[src/rtl/btn_debounce.sv]
`default_nettype none
// ============================================================================
//  Module      : btn_debounce
//  Description : Conditions NUM_BTN raw push-button / DIP pins. Each bit is
//                passed through a 2-flop synchroniser, polarity-normalised
//                (1 = pressed) and debounced by a per-channel FSM clocked by a
//                1 ms tick. Emits a clean level plus single-cycle press,
//                release and long-press pulses.
//  Ports       : clk_i         system clock
//                rstn_i        asynchronous active-low reset
//                btn_pin_i     raw asynchronous button pins
//                btn_level_o   debounced level, 1 = pressed
//                btn_press_o   1-cycle pulse when a press is accepted
//                btn_release_o 1-cycle pulse when a release is accepted
//                btn_long_o    1-cycle pulse once per press after LONG_PRESS_MS
//  Notes       : FAST_TICK=1 (or SIM defined) ties the tick high so every
//                clock counts as one millisecond.
//  Revision    : 1.0  initial release
// ============================================================================
module btn_debounce #(
    parameter int   CLK_IN_MHZ    = 125,
    parameter int   NUM_BTN       = 4,
    parameter logic BTN_POLARITY  = 1'b0,
    parameter int   DEBOUNCE_MS   = 20,
    parameter int   LONG_PRESS_MS = 1000,
    parameter bit   FAST_TICK     = 1'b0
) (
    input  logic               clk_i,
    input  logic               rstn_i,
    input  logic [NUM_BTN-1:0] btn_pin_i,
    output logic [NUM_BTN-1:0] btn_level_o,
    output logic [NUM_BTN-1:0] btn_press_o,
    output logic [NUM_BTN-1:0] btn_release_o,
    output logic [NUM_BTN-1:0] btn_long_o
);

    localparam int C_PRESC_CNT = CLK_IN_MHZ * 1000;
    localparam int C_PRESC_W   = (C_PRESC_CNT > 1) ? $clog2(C_PRESC_CNT) : 1;
    localparam int C_DEB_W     = $clog2(DEBOUNCE_MS + 1);
    localparam int C_LONG_W    = $clog2(LONG_PRESS_MS + 1);

    localparam logic [C_PRESC_W-1:0] C_PRESC_MAX = C_PRESC_W'(C_PRESC_CNT - 1);
    localparam logic [C_DEB_W-1:0]   C_DEB_MAX   = C_DEB_W'(DEBOUNCE_MS);
    localparam logic [C_LONG_W-1:0]  C_LONG_MAX  = C_LONG_W'(LONG_PRESS_MS);
    localparam logic [NUM_BTN-1:0]   C_RELEASED  = {NUM_BTN{~BTN_POLARITY}};

`ifdef SIM
    localparam bit C_FAST_TICK = 1'b1;
`else
    localparam bit C_FAST_TICK = FAST_TICK;
`endif

    typedef enum logic [1:0] {
        S_RELEASED     = 2'd0,
        S_PRESS_PEND   = 2'd1,
        S_PRESSED      = 2'd2,
        S_RELEASE_PEND = 2'd3
    } state_t;

    // ------------------------------------------------------------------
    // 1 ms tick prescaler
    // ------------------------------------------------------------------
    logic [C_PRESC_W-1:0] r_presc;
    logic                 w_presc_tc;
    logic                 w_tick;

    assign w_presc_tc = (r_presc == C_PRESC_MAX);
    assign w_tick     = C_FAST_TICK | w_presc_tc;

    always_ff @(posedge clk_i or negedge rstn_i) begin
        if (!rstn_i) begin
            r_presc <= '0;
        end else if (w_presc_tc) begin
            r_presc <= '0;
        end else begin
            r_presc <= r_presc + C_PRESC_W'(1);
        end
    end

    // ------------------------------------------------------------------
    // Synchroniser. Flops reset to the released pin level so that reset
    // deassertion cannot look like a press edge.
    // ------------------------------------------------------------------
    logic [NUM_BTN-1:0] r_sync1;
    logic [NUM_BTN-1:0] r_sync2;
    logic [NUM_BTN-1:0] w_s;

    always_ff @(posedge clk_i or negedge rstn_i) begin
        if (!rstn_i) begin
            r_sync1 <= C_RELEASED;
            r_sync2 <= C_RELEASED;
        end else begin
            r_sync1 <= btn_pin_i;
            r_sync2 <= r_sync1;
        end
    end

    assign w_s = r_sync2 ^ C_RELEASED;

    // ------------------------------------------------------------------
    // Per-channel debounce FSM
    // ------------------------------------------------------------------
    for (genvar g = 0; g < NUM_BTN; g++) begin : g_ch
        state_t              r_state;
        state_t              w_state_nxt;
        logic [C_DEB_W-1:0]  r_deb;
        logic [C_DEB_W-1:0]  w_deb_nxt;
        logic [C_DEB_W-1:0]  w_deb_inc;
        logic [C_LONG_W-1:0] r_long;
        logic [C_LONG_W-1:0] w_long_nxt;
        logic [C_LONG_W-1:0] w_long_inc;
        logic                r_level;
        logic                r_press;
        logic                r_rel;
        logic                r_lp;
        logic                w_level_nxt;
        logic                w_press_nxt;
        logic                w_rel_nxt;
        logic                w_lp_nxt;

        assign w_deb_inc  = r_deb + C_DEB_W'(1);
        assign w_long_inc = r_long + C_LONG_W'(1);

        always_ff @(posedge clk_i or negedge rstn_i) begin
            if (!rstn_i) begin
                r_state <= S_RELEASED;
                r_deb   <= '0;
                r_long  <= '0;
                r_level <= 1'b0;
                r_press <= 1'b0;
                r_rel   <= 1'b0;
                r_lp    <= 1'b0;
            end else begin
                r_state <= w_state_nxt;
                r_deb   <= w_deb_nxt;
                r_long  <= w_long_nxt;
                r_level <= w_level_nxt;
                r_press <= w_press_nxt;
                r_rel   <= w_rel_nxt;
                r_lp    <= w_lp_nxt;
            end
        end

        always_comb begin
            w_state_nxt = r_state;
            w_deb_nxt   = r_deb;
            w_long_nxt  = r_long;
            w_level_nxt = r_level;
            w_press_nxt = 1'b0;
            w_rel_nxt   = 1'b0;
            w_lp_nxt    = 1'b0;

            // Hold timer runs whenever the committed level is "pressed";
            // saturation makes the long pulse fire only once per press.
            if ((r_state == S_PRESSED || r_state == S_RELEASE_PEND) &&
                w_tick && (r_long != C_LONG_MAX)) begin
                w_long_nxt = w_long_inc;
                w_lp_nxt   = (w_long_inc == C_LONG_MAX);
            end

            case (r_state)
                S_RELEASED: begin
                    if (w_s[g]) begin
                        w_state_nxt = S_PRESS_PEND;
                        w_deb_nxt   = '0;
                    end
                end
                S_PRESS_PEND: begin
                    if (!w_s[g]) begin
                        w_state_nxt = S_RELEASED;
                        w_deb_nxt   = '0;
                    end else if (w_tick) begin
                        if (w_deb_inc == C_DEB_MAX) begin
                            w_state_nxt = S_PRESSED;
                            w_deb_nxt   = '0;
                            w_level_nxt = 1'b1;
                            w_press_nxt = 1'b1;
                            w_long_nxt  = '0;
                        end else begin
                            w_deb_nxt   = w_deb_inc;
                        end
                    end
                end
                S_PRESSED: begin
                    if (!w_s[g]) begin
                        w_state_nxt = S_RELEASE_PEND;
                        w_deb_nxt   = '0;
                    end
                end
                S_RELEASE_PEND: begin
                    if (w_s[g]) begin
                        w_state_nxt = S_PRESSED;
                        w_deb_nxt   = '0;
                    end else if (w_tick) begin
                        if (w_deb_inc == C_DEB_MAX) begin
                            // A release committing on the long-press tick
                            // suppresses the long pulse.
                            w_state_nxt = S_RELEASED;
                            w_deb_nxt   = '0;
                            w_level_nxt = 1'b0;
                            w_rel_nxt   = 1'b1;
                            w_long_nxt  = '0;
                            w_lp_nxt    = 1'b0;
                        end else begin
                            w_deb_nxt   = w_deb_inc;
                        end
                    end
                end
                default: begin
                    w_state_nxt = S_RELEASED;
                    w_deb_nxt   = '0;
                    w_long_nxt  = '0;
                    w_level_nxt = 1'b0;
                end
            endcase
        end

        assign btn_level_o[g]   = r_level;
        assign btn_press_o[g]   = r_press;
        assign btn_release_o[g] = r_rel;
        assign btn_long_o[g]    = r_lp;
    end

endmodule
`default_nettype wire

[config.mk]
export PLATFORM = sky130hd
export DESIGN_NAME = btn_debounce
export DESIGN_NICKNAME = d
export VERILOG_FILES = /design/src/rtl/btn_debounce.sv
export SDC_FILE = /design/constraint.sdc
export NUM_CORES = 1
export LEC_CHECK = 0
export ABC_CLOCK_PERIOD_IN_PS = 3300
export CORE_MARGIN = 5
export CORE_UTILIZATION = 40
export CTS_BUF_LIST = sky130_fd_sc_hd__clkbuf_4
export DETAILED_ROUTE_END_ITERATION = 16
export GPL_TIMING_DRIVEN = 0
export HOLD_SLACK_MARGIN = 0.08
export PLACE_DENSITY = 0.66
export SLEW_MARGIN = 20
export SYNTH_ARGS = -nofsm -noshare
export SYNTH_HDL_FRONTEND = slang
export SYNTH_SLANG_ARGS = --single-unit
[constraint.sdc]
create_clock -name clk_i -period 3.3 [get_ports clk_i]
set_input_delay 0.66 -clock clk_i [delete_from_list [all_inputs] [get_ports clk_i]]
set_output_delay 0.66 -clock clk_i [all_outputs]
set_load 0.01 [all_outputs]
# Word level (Yosys, flattened, before mapping)
# Cells that the tools add are included.
[totals] register_bits=109 latch_bits=0 mem_bits_rw=0 mem_bits_ro=0 inputBits=6 out_inout_bits=16 mem_count=0
[op_classes] n_addsub=9 mul=0 div=0 magnitude_cmp=0 eq_ne=73 n_shift=0 mux=161 bitwise=1 n_reduce_logical=32
[ops] op="$mux 10" n=20
[ops] op="$mux 5" n=24
[ops] op="$pmux 10 s2" n=4
[ops] op="$pmux 5 s4" n=4
[ops] op="$mux 1" n=68
[ops] op="$mux 2" n=32
[ops] op="$ne 2x2->1 const B" n=28
[ops] op="$add 10x1->10 const B" n=4
[ops] op="$eq 10x10->1 const B" n=4
[ops] op="$ne 10x10->1 const B" n=4
[ops] op="$ne 3x3->1 const B" n=12
[ops] op="$pmux 2 s4" n=4
[ops] op="$reduce_and 7->1" n=4
[ops] op="$reduce_and 6->1" n=4
[ops] op="$add 5x1->5 const B" n=4
[ops] op="$eq 5x5->1 const B" n=4
[ops] op="$add 17x1->17 const B" n=1
[ops] op="$eq 17x17->1 const B" n=1
[ops] op="$mux 17" n=1
[ops] op="$eq 2x2->1 const B" n=8
[ops] op="$ne 3x2->1 const B" n=4
[ops] op="$eq 2x1->1 const B" n=4
[ops] op="$logic_and 1x1->1" n=8
[ops] op="$logic_not 2->1" n=4
[ops] op="6 further kinds" n=21

# Logic depth before layout (Yosys ltp)
[depth] ltp_word=9 mapped_depth=9 mapped_depth_nobuf=7

# Worst setup path after synthesis
# OpenSTA, ideal clock, no wires.
[synth_timing] path_kind="reg2reg" start="reg r_presc[3]" end="reg g_ch[0].r_long[3]" arrival_time_ns=2.395 t_required_ns=3.223 path_slack_ns=0.828 stages_incl_launch_ff=8 n_path_buf=2 path_cell_list="dfrtp_1 -> or4b_1 -> or4_1 -> clkbuf_2 -> or2_0 -> buf_6 -> or4_1 -> a21oi_1"
[synth_via] elab_chain_len=8 word_cells_on_any_way=9
[synth_rtl] element="start: declaration" line_no="63" rtl="logic [C_PRESC_W-1:0] r_presc;"
[synth_rtl] element="start signal: assignment" line_no="76" rtl="r_presc <= r_presc + C_PRESC_W'(1);"
[synth_rtl] element="$eq 17x17->1 *" line_no="67" rtl="assign w_presc_tc = (r_presc == C_PRESC_MAX);"
[synth_rtl] element="$logic_and 1x1->1" line_no="155" rtl="if ((r_state == S_PRESSED || r_state == S_RELEASE_PEND) &&"
[synth_rtl] element="$logic_and 1x1->1" line_no="156" rtl="w_tick && (r_long != C_LONG_MAX)) begin"
[synth_rtl] element="$mux 10" line_no="155"
[synth_rtl] element="$mux 10" line_no="173, 195"
[synth_rtl] element="$mux 10" line_no="172" rtl="end else if (w_tick) begin"
[synth_rtl] element="$mux 10 (on tied branches)" line_no="191, 169"
[synth_rtl] element="$pmux 10 s2 *" line_no="161" rtl="case (r_state)"
[synth_rtl] element="net g_ch[0].w_long_nxt[3]" line_no="110" rtl="logic [C_LONG_W-1:0] w_long_nxt;"
[synth_rtl] element="end signal: assignment" line_no="136" rtl="r_long <= w_long_nxt;"
[synth_rtl] element="end: declaration" line_no="109" rtl="logic [C_LONG_W-1:0] r_long;"
# Mark *: on every way through the listed nets, which the timed path passes. The rest lies on a longest branch.
# A chain may end at the register's enable or synchronous reset.

# Worst setup path after layout
[layout_timing] start="reg r_presc[4]" end="reg g_ch[1].r_long[9]"
[layout_via] elab_chain_len=8 word_cells_on_any_way=9
[layout_rtl] element="$eq 17x17->1 *" line_no="67"
[layout_rtl] element="$logic_and 1x1->1" line_no="155"
[layout_rtl] element="$logic_and 1x1->1" line_no="156"
[layout_rtl] element="$mux 10" line_no="155"
[layout_rtl] element="$mux 10" line_no="173, 195"
[layout_rtl] element="$mux 10" line_no="194" rtl="end else if (w_tick) begin"
[layout_rtl] element="$mux 10 (on tied branches)" line_no="191, 169"
[layout_rtl] element="$pmux 10 s2 *" line_no="161"
[layout_rtl] element="net g_ch[1].w_long_nxt[9]" line_no="110"
[layout_rtl] element="end signal: assignment" line_no="136"
[layout_rtl] element="end: declaration" line_no="109"
# Marked as above.

==> summary.txt <==
Run status
  • Status: finished, final reports clean

Synth
  • Number of flops mapped to enable cells by yosys: 0
  • Ranking of synthesized cells by area: dfrtp_1 42%, xnor2_1 5.9%, nor2_1 4.2%
  • Post-Synthesis Cells: ~630
  • Async SR Flop Fraction: 1.00
  • Syn Std Cell Area: approximately 6000 um2
  • Synth unique cells: 57
  • Syn nets: approximately 650
  • Largest area contributor in the netlist: dfrtp_1
  • Count of warnings emitted by yosys: 0
  • Top-area cell type share of the netlist area: 0.425
  • Synthesized flop and latch total: 109
  • Ys flop type: dfrtp_1
  • Average size of a mapped cell: between 9 and 10 um2
  • Sequential share of the synthesized area: 0.460

Worst setup path
  • Endpoint type of the worst setup path: flip-flop
  • RR Endpoint: g_ch[1].r_long[9]$_DFF_PN0_
  • Req. time, crit path: between 3 and 4 ns
  • Reg2Reg Depth: 5
  • Worst Path Max Fanout: 10
  • CP arrival: between 3 and 4 ns
  • Worst r2r src: r_presc[4]$_DFF_PN0_
  • Startpoint Class: flip-flop
  • Reg2Reg Setup Slack: 0.32 ns
  • Critical setup path kind: flip-flop to flip-flop

Routing
  • DR iter-0 viols: 392
  • Residual DRC: 0
  • Drt wl/cell: between 15 and 20 um
  • Drt via density: 5.52
  • Final wirelength: around 13000 um
  • DR pass1 iterations: 5
  • Final ANT Viol Nets: 0
  • Total number of vias: ~4700

Job
  • Max Cap Viol: 0

Final layout
  • # nets final: about 690
  • Share of cells above drive strength 1: 0.0871
  • Post-route insts no fill: between 800 and 900
  • Area grow syn2layout: 11.1%
  • N_diodes: 0

Timing
  • Final Hold Fails: 0
  • RSZ-0062 raised after global routing: no
  • Tcrit/Tclk final: 0.903
  • Slew @ Worst Pin: approximately 0.86 ns
  • Final setup fails: 0
  • Setup ws final: 0.319 ns
  • Max Fclk: 335 MHz
  • Count of final max-slew check failures: 0
  • Layout Skew: between 0.02 and 0.025 ns
  • Slew Limit Headroom: 0.425
  • Minimum clock period after layout: between 2 and 3 ns

Placement
  • Post-place setup slack: approximately 0.34 ns
  • Port Buf Inserts: 21
  • Routability cong.: between 0.9 and 1
  • Dpl cells: 834
  • Post-DP HPWL: a little under 9000 um

Power
  • Internal power: roughly 1.8 mW
  • Seq pwr share: 0.605
  • P_sw: ~0.48 mW
  • Sw Ratio: 0.212
  • PwrDens: about 340 nW/um2
  • Part of the power in the clock network: 0.369
  • Leakage: between 2 and 3 nW
  • Peak supply drop: 0.227 mV
  • Comb power frac: 0.026

Clocking
  • CTS Sinks: 109
  • Max H-tree Level: 3
  • Clock Pin Slew Worst Setup and Hold Paths: 0.16 ns
  • Clk Latency, worst-skew pair: between 0.4 and 0.5 ns
  • Root Buffer: clkbuf_4
  • Post-CTS Setup Repair Bufs: 0
  • Num CTS Buffers: 9
  • Deepest clock path buffer count: 2
  • TritonCTS clock tree: done

Global route
  • Global-route wire length before repair: around 22000 um
  • GR Util All Layers: 0.150
  • Initial antenna violation count: 0
  • GRT overflow: 0
  • Pin count of the biggest net entering global routing: 72
  • Number of global-route vias before repair: ~4700

Hold path
  • Hold EP: r_sync2[0]$_DFF_PN1_
  • Hold Path Class: flip-flop to flip-flop
  • Worst hold start: r_sync1[0]$_DFF_PN1_
  • Hold Path Cell Cnt: 0

Floorplan
  • Starting density of the core: 0.408
  • Core area: roughly 15000 um2
  • Chip height: 132 um
  • Number of top-level pins: 22
  • Die area: 17400 um2
  • Row cnt: 44
  • Die X: around 130 um
[cells by family after synthesis]
family | share of synthesized area
AND/OR/NAND/NOR | 0.250
flip-flops | 0.460
AO/OA/AOI/OAI | 0.102
XOR/XNOR | 0.0927
buffers and inverters | 0.0452
adder cells (fa/ha/maj) | 0.0378
multiplexers | 0.0120
[layout make-up]
type / instances / area (um2)
fill: 1384 / 7980
multi-input combinational: 466 / 2940
sequential: 109 / 2740
timing repair buffer: 23 / 249
tap: 184 / 230
buffer: 34 / 198
clock inverter: 4 / 98.8
clock buffer: 11 / 82.6
inverter: 19 / 71.3
[per-layer routing]
metal / track usage / part of all wire / vias up
met3: 0.0366 / 0.042 / 18
met4: 0.0463 / 0.015 / 0
met1: 0.200 / 0.46 / 2288
li1: - / - / 2276
met5: 0 / 0 / -
met2: 0.242 / 0.48 / 110
[how the worst max path moves through the flow]
| stage | from | to | depth (start not counted) |
|---|---|---|---|
| 6_report | r_presc[4]$_DFF_PN0_ | g_ch[1].r_long[9]$_DFF_PN0_ | 5 |
| 3_3_place_gp | rstn_i | g_ch[3].r_long[7]$_DFF_PN0_ | 1 |
| 4_1_cts | r_presc[5]$_DFF_PN0_ | g_ch[1].r_long[9]$_DFF_PN0_ | 5 |
| 5_1_grt | r_presc[5]$_DFF_PN0_ | g_ch[1].r_long[8]$_DFF_PN0_ | 5 |
| 2_1_floorplan | r_presc[3]$_DFF_PN0_ | g_ch[0].r_long[3]$_DFF_PN0_ | 7 |
| 3_5_place_dp | r_presc[5]$_DFF_PN0_ | g_ch[1].r_long[8]$_DFF_PN0_ | 5 |
[critical path: stages, from the launching register on]
cell	delay, ns
dfrtp_1	0.47
nor4b_1	0.47
nand4_1	0.63
clkbuf_1	0.47
nor3_1	0.69
nor2_1	0.11
[power groups by stage]
stage / registers (mW) / clock network [mW] / logic (mW)
6_report: 1.36 / 0.827 / 0.0586
5_1_grt: 1.36 / 0.913 / 0.0690
4_1_cts: 1.36 / 0.852 / 0.0613
3_5_place_dp: 1.38 / 0 / 0.0599
3_3_place_gp: 1.38 / 0 / 0.0538
2_1_floorplan: 1.38 / 0 / 0.0182
[placed cells by master, fill, tap and decap left out, types with 6 or more instances in the layout]
master,n
dfrtp_1,101
dfstp_2,8
a22o_1,7
nand4_1,18
ha_1,18
nor4_1,16
clkdlybuf4s50_1,20
inv_1,19
a21oi_1,15
nand3_1,25
mux2i_1,6
o21ai_0,27
and2_1,10
a31oi_1,9
and3_1,12
nand2_1,62
xnor2_1,40
clkbuf_1,15
o31ai_1,7
nand3b_1,7
clkbuf_4,11
nor3_1,25
nor2_1,66
xor2_1,23
buf_4,16
[synth_stat cells, drive strengths merged (8+ instances only)]
library cell	number
xor2	23
and2	11
nor2	66
dfstp	8
nand3	25
buf	18
a21oi	15
inv	19
o21ai	27
clkbuf	16
a31oi	9
nor3	26
and3	12
nand4	18
nand2	62
ha	18
xnor2	40
nor4	16
dfrtp	101
[timing repair]
| item | in CTS | in global routing |
|---|---|---|
| hold buffers | 1 | 0 |
| endpoints found under the hold margin | 34 | 0 |
| gates resized for setup | 0 | 0 |
[sequential cells by signal (all words and copies together) (netlist names), named ones only]
name and count:
g_ch.r_press 4, g_ch.r_state 4, g_ch.r_long 40, g_ch.r_deb 20
r_sync2 4, g_ch.r_level 4, g_ch.r_rel 4, g_ch.r_lp 4
r_presc 17, r_sync1 4
[metrics by stage]
stage | instance area, um2 | setup TNS [ns] | util | hold WS [ns] | power (mW)
2_1_floorplan | 5950 | 0 | - | 0.345 | 1.40
3_3_place_gp | 6390 | -266.27 | 0.438 | 0.346 | 1.43
3_5_place_dp | 6420 | 0 | 0.440 | 0.349 | 1.44
4_1_cts | 6610 | 0 | 0.453 | 0.368 | 2.27
5_1_grt | 6610 | 0 | 0.453 | 0.374 | 2.34
6_report | 6610 | 0 | 0.453 | 0.367 | 2.24
Note: power is estimated with default switching activity, not from simulation.
